File: config.mk
export PLATFORM = sky130hd
export DESIGN_NAME = bit_serializer
export DESIGN_NICKNAME = d
export VERILOG_FILES = /design/src/rtl/bit_serializer_pkg.sv /design/src/rtl/bit_serializer.sv
export SDC_FILE = /design/constraint.sdc
export NUM_CORES = 1
export LEC_CHECK = 0
export ABC_AREA = 1
export CAP_MARGIN = 20
export CORE_MARGIN = 2
export CORE_UTILIZATION = 40
export CTS_BUF_LIST = sky130_fd_sc_hd__clkbuf_16
export DETAILED_ROUTE_END_ITERATION = 8
export HOLD_SLACK_MARGIN = 0.08
export PLACE_DENSITY = 0.7
export SYNTH_ARGS = -nofsm -noshare
export SYNTH_HDL_FRONTEND = slang
export SYNTH_SLANG_ARGS = --single-unit
File: constraint.sdc
create_clock -name clk -period 3.2 [get_ports clk]
set_input_delay 0.48 -clock clk [delete_from_list [all_inputs] [get_ports clk]]
set_output_delay 0.48 -clock clk [all_outputs]
set_load 0.05 [all_outputs]
File: src/rtl/bit_serializer_pkg.sv
`default_nettype none
// ---------------------------------------------------------------------------
// bit_serializer_pkg : FSM encodings and width helper shared by the serial
//                      sequence-detector blocks.        Rev 1.0
// ---------------------------------------------------------------------------
package bit_serializer_pkg;

  typedef enum logic [0:0] {
    ST_IDLE  = 1'b0,
    ST_SHIFT = 1'b1
  } ser_state_e;

  // Ceiling log2, never below 1 so a counter always has at least one bit.
  function automatic int clog2(input int n);
    int r;
    r = 0;
    for (int i = 0; i < 31; i++) begin
      if ((1 << i) < n) r = i + 1;
    end
    return (r < 1) ? 1 : r;
  endfunction

endpackage
`default_nettype wire

File: src/rtl/bit_serializer.sv
`default_nettype none
// ---------------------------------------------------------------------------
// bit_serializer : holding + shift register word serializer, tick-paced,
//                  gapless when the next word is already queued. Rev 1.0
// ---------------------------------------------------------------------------
module bit_serializer
  import bit_serializer_pkg::*;
#(
  parameter int WIDTH     = 8,
  parameter int MSB_FIRST = 1,
  parameter int IDLE_BIT  = 0
) (
  input  logic             clk,
  input  logic             rst,
  input  logic             tick,
  input  logic             flush,
  input  logic [WIDTH-1:0] din,
  input  logic             din_valid,
  output logic             din_ready,
  output logic             ser_out,
  output logic             ser_valid,
  output logic             busy,
  output logic             underrun
);

  localparam int               CNT_W    = clog2(WIDTH);
  localparam logic [CNT_W-1:0] LAST_CNT = CNT_W'(WIDTH - 1);
  localparam logic             IDLE_LVL = (IDLE_BIT != 0);

  ser_state_e       state_q;
  logic [WIDTH-1:0] hold_q;
  logic             hold_full_q;
  logic [WIDTH-1:0] shreg_q;
  logic [CNT_W-1:0] bit_cnt_q;
  logic             ser_out_q;
  logic             ser_valid_q;
  logic             busy_q;
  logic             underrun_q;

  logic             w_accept;
  logic             w_last;
  logic             w_load;
  logic             w_step;
  logic             w_end;
  logic [WIDTH-1:0] w_src;
  logic             w_bit;
  logic [WIDTH-1:0] w_next_sh;
  logic             hold_full_d;
  logic             shifting_d;

  assign din_ready = ~hold_full_q & ~flush & ~rst;
  assign w_accept  = din_valid & din_ready;
  assign w_last    = (bit_cnt_q == LAST_CNT);

  // A load never coincides with an accept: loading needs holding full,
  // accepting needs it empty.
  assign w_load = tick & hold_full_q & ((state_q == ST_IDLE) | w_last);
  assign w_step = tick & (state_q == ST_SHIFT) & ~w_last;
  assign w_end  = tick & (state_q == ST_SHIFT) & w_last & ~hold_full_q;

  // Emitted bit and the remaining word come from the same source: the
  // holding word on a load, otherwise the shift register.
  assign w_src     = w_load ? hold_q : shreg_q;
  assign w_bit     = (MSB_FIRST != 0) ? w_src[WIDTH-1] : w_src[0];
  assign w_next_sh = (MSB_FIRST != 0) ? (w_src << 1) : (w_src >> 1);

  assign hold_full_d = w_accept | (hold_full_q & ~w_load);
  assign shifting_d  = w_load | ((state_q == ST_SHIFT) & ~w_end);

  always_ff @(posedge clk or posedge rst) begin
    if (rst) begin
      state_q     <= ST_IDLE;
      hold_q      <= '0;
      hold_full_q <= 1'b0;
      shreg_q     <= '0;
      bit_cnt_q   <= '0;
      ser_out_q   <= IDLE_LVL;
      ser_valid_q <= 1'b0;
      busy_q      <= 1'b0;
      underrun_q  <= 1'b0;
    end else if (flush) begin
      state_q     <= ST_IDLE;
      hold_full_q <= 1'b0;
      shreg_q     <= '0;
      bit_cnt_q   <= '0;
      ser_out_q   <= IDLE_LVL;
      ser_valid_q <= 1'b0;
      busy_q      <= 1'b0;
      underrun_q  <= 1'b0;
    end else begin
      hold_full_q <= hold_full_d;
      if (w_accept) hold_q <= din;
      busy_q     <= hold_full_d | shifting_d;
      underrun_q <= w_end;
      if (w_load) begin
        state_q     <= ST_SHIFT;
        shreg_q     <= w_next_sh;
        ser_out_q   <= w_bit;
        ser_valid_q <= 1'b1;
        bit_cnt_q   <= '0;
      end else if (w_step) begin
        shreg_q   <= w_next_sh;
        ser_out_q <= w_bit;
        bit_cnt_q <= bit_cnt_q + 1'b1;
      end else if (w_end) begin
        state_q     <= ST_IDLE;
        ser_out_q   <= IDLE_LVL;
        ser_valid_q <= 1'b0;
      end
    end
  end

  assign ser_out   = ser_out_q;
  assign ser_valid = ser_valid_q;
  assign busy      = busy_q;
  assign underrun  = underrun_q;

endmodule
`default_nettype wire

== Yosys cells after proc, flatten, opt, wreduce, memory -nomap -nowiden ==
Cells that the tools add are included.
W data, S select, Z words.

* Magnitude comparators: 0
* Divide/modulo/power cells: 0
* Eq/ne operators: 2
* Multiply operators: 0
* Reduce and logical (&&, ||, !) cells: 5
* Bitwise logic cells: 22
* Add/subtract/negate cells: 1
* Shifts and indexed selects: 0
* Multiplexer cells: 17

{| class="wikitable"
|+ Operator list
! cell !! number
|-
| $mux W8 || 4
|-
| $and A1 B1 Y1 || 11
|-
| $mux W1 || 10
|-
| $mux W3 || 3
|-
| $not A1 Y1 || 7
|-
| $reduce_bool A3 Y1 || 2
|-
| $or A1 B1 Y1 || 4
|-
| $reduce_and A2 Y1 || 2
|-
| $reduce_bool A4 Y1 || 1
|-
| $add A3 B1 Y3 const B || 1
|-
| $eq A3 B3 Y1 const B || 1
|-
| $ne A3 B3 Y1 const B || 1
|}

* Bits in read-only memories: 0
* Bits of input ports: 13
* Bits in latches: 0
* Logic and storage cells: 55
* Bits in writable memories: 0
* Flip-flop bits (word level): 24
* Output and inout port bits: 5
* Memories: 0

== Longest topological paths before layout ==
* Depth in word-level cells: 8
* Gate-level depth with buffers: 9
* Depth with buffers taken out: 9

== Worst setup path after synthesis ==
No wires, ideal clock.

* Path type: in2out
* Start: input port flush
* End: output port din_ready
* Path slack: 1.600 ns
* Stages on the path: 1
* Data arrival time: 1.120 ns
* Buffers on the path: 0
* Data required time: 2.720 ns
* Cells stage by stage: nor3_4

* Cells in the longest elaborated chain, start to end: 3

{| class="wikitable"
|+ RTL lines
! what !! line !! text
|-
| start, declared || bit_serializer.sv:16 || <nowiki>input logic flush,</nowiki>
|-
| $not A1 Y1 (no source line) || -- ||
|-
| $and A1 B1 Y1 (2 in series) || bit_serializer.sv:51 || <nowiki>assign din_ready = ~hold_full_q & ~flush & ~rst;</nowiki>
|-
| end, declared || bit_serializer.sv:19 || <nowiki>output logic din_ready,</nowiki>
|}

No other way between the ends.

== Worst setup path in the final report ==
Same ends and word-level chain as after synthesis.

==> impl_metrics.yaml <==
cts:
  clockBufferDepth: 2
  clkLatencyLatePin_ns: 0.25
  cts_hold_buf: 0
  cts_sinks: 23
  cts_made_buffers: 3
  clk_pin_slew_ns: 0.06
  cts_tree: "yes"
  cts-resized-gates: 0
  cts.htree.levels: 1
  root_buffer: "clkbuf_16"
  post_cts_buffers: 0
yosys:
  syn-instance-count: 133
  synth_area_mm2: 0.00112
  synth_cell_type_count: 19
  ys_warn_count: 0
  ys_seq_elements: 23
  synth_top_area_share_pct: 51.5
  seq_area_frac_synth_pct: 51.5
  synth_area_leaders: "dfrtp_1 51%, nand2_1 19%, nand3_1 9.8%"
  syn_avg_cell_area_um2: 8.41
  syn_nets: 148
  yosysTopAreaCell: "dfrtp_1"
final_layout:
  stdcell_area_mm2: 0.00141
  final-seq-area_um2: 576
  multiInputGateArea_um2: 487
  layout.cells.non_filler: 184
  syn_to_final_growth_pct: 25.6
  finalNetCount: 169
  final_layout_size_suffix_gt1_share_pct: 7.84
  final.fill_count: 267
  diodes: 0
die:
  floorplan.rows: 19
  initial_core_util_pct: 41.3
  die_area_mm2: 0.00324
  core-area_mm2: 0.00271
  die_h_um: 56.9
  die_x_um: 56.9
  io_pins: 18
sta:
  clock.fmax_ghz: 0.394
  setup_viol: 0
  worst_pin_slew_ns: 0.848
  drv_slew: 0
  slew_headroom_pct: 43.4
  min_period_ns: 2.54
  skew_ns: 0.00206
  rsz0062_at_grt: "false"
  final_hold_viol_count: 0
  setup_tns_ns: 0
  fin_crit_sh_pct: 79.3
detailed_routing:
  ant_nets: 0
  wl_mm: 2.09
  drc: 0
  drt_first_pass_iters: 4
  first_iter_violations: 31
  vias_per_cell: 5.11
  vias: 941
  wire_per_inst_um: 11.4
placement:
  hpwl_mm: 1.59
  place_congestion: 0.744
  dp.cells: 180
  io_buffers: 17
  placed_area_mm2: 0.00133
worst_hold_path:
  worstHoldStart: "hold_q[5]"
  hold_class: "register to register"
critical_path:
  worstPathRequired_ns: 2.72
  rr_startpoint: "bit_cnt_q[0]"
  crit_path_start_kind: "input port"
  worstPathArrival_ns: 2.06
  endpoint_kind: "primary output"
  crit_type: "input port to primary output"
  cp_max_fo: 4
  startpoint: "flush"
power:
  p_per_area_mw_per_mm2: 514
  leakage_nw: 0.758
  irDropWorstVdd_v: 0.000301
grt:
  grt_usage_pct: 15.3
  grt_pass1_vias: 926
  antenna_found_initial: 0
  grt_pass1_wl_mm: 3.88
  grt_max_degree: 24
  grt-ovfl-total: 0
outcome:
  status: "completed"
job:
  cap_violations: 0
state kept, by name (all words and copies together), names as in the netlist:
register     flops
bit_cnt_q        3
underrun         1
ser_valid        1
shreg_q          7
ser_out          1
hold_full_q      1
hold_q           8
busy             1
worst paths after layout:
kind	to	slack [ns]	cells after the start
worst max-delay path	din_ready	0.66	3
worst min-delay path	hold_q[5]	0.47	2
worst max register to register	shreg_q[3]	1.50	9
worst min register to register	hold_q[5]	0.47	2
max in group asynchronous	shreg_q[2]	1.89	2
min in group asynchronous	busy	0.79	2
final cells by class:
cell class	count	share of cell area (%)
multi-input cells	98	34.6
clock inverters	1	0.267
inverters	10	3.38
well taps	31	2.76
repair buffers	18	12.6
flip-flops and latches	23	41.0
clock buffers	3	5.34
kinds of logic (layout without fill, tap and decap cells):
| logic type | Yosys count | in the layout | synth area share (%) |
|---|---|---|---|
| DFF | 23 | 23 | 51.5 |
| adders and majority gates | 2 | 2 | 2.24 |
| AOI/OAI and AO/OA | 3 | 3 | 1.34 |
| buffers and inverters | 12 | 32 | 5.03 |
| and+or+nand+nor | 93 | 93 | 39.9 |
critical path: stages:
cell and delay, ns:
clkdlybuf4s50_1 0.51, nor3_4 0.23, clkdlybuf4s50_1 0.83
synthesized netlist by cell type:
master,count
buf_1,1
nand4_1,3
ha_1,2
inv_1,8
nand3_4,1
nor3_4,1
nand2_2,1
nand2_8,1
dfrtp_1,23
nand2_4,2
inv_6,1
nor2_1,4
a21oi_1,2
o21ai_0,1
buf_2,1
nand2_1,57
nand3_1,22
clkinv_4,1
nor4_1,1
per-stage QoR:
step                      util, %  worst slack [ns]  total power, mW  hold slack, ns
after global placement       48.9             0.665            0.463           0.458
final                        51.8             0.661            0.722           0.472
after global routing         51.8             0.615            0.764           0.502
after detailed placement     48.9             0.670            0.466           0.462
after floorplan                 -              1.60            0.424           0.442
after CTS                    51.8             0.651            0.733           0.476
per-layer routing:
metal  vias up  GRT usage [%]  routed length (µm)
met2        30           26.6                 995
li1        472              -                   -
met1       434           18.1                 943
met3         5           2.76                 102
met5         -              0                   0
met4         0           6.98                  51
cells in the final DEF (no fill, tap or decap):
| master | count |
|---|---|
| a21oi_1 | 2 |
| clkbuf_16 | 3 |
| nor3_4 | 1 |
| dfrtp_1 | 23 |
| nand2_8 | 1 |
| nand3_4 | 1 |
| o21ai_0 | 1 |
| nand2_1 | 57 |
| ha_1 | 2 |
| nand2_2 | 1 |
| nand2_4 | 2 |
| buf_4 | 1 |
| nand3_1 | 22 |
| nor4_1 | 1 |
| clkdlybuf4s50_1 | 17 |
| inv_1 | 9 |
| nor2_1 | 4 |
| clkinv_4 | 1 |
| nand4_1 | 3 |
| inv_6 | 1 |
where the power goes:
part	leakage [nW]	switching [mW]	total (mW)	internal (mW)
registers	0.306	0.0221	0.347	0.325
clock network	0.0423	0.0953	0.262	0.167
logic	0.409	0.0679	0.113	0.0451
total	0.758	0.185	0.722	0.537
No activity file was read; power rests on OpenSTA's default activity.
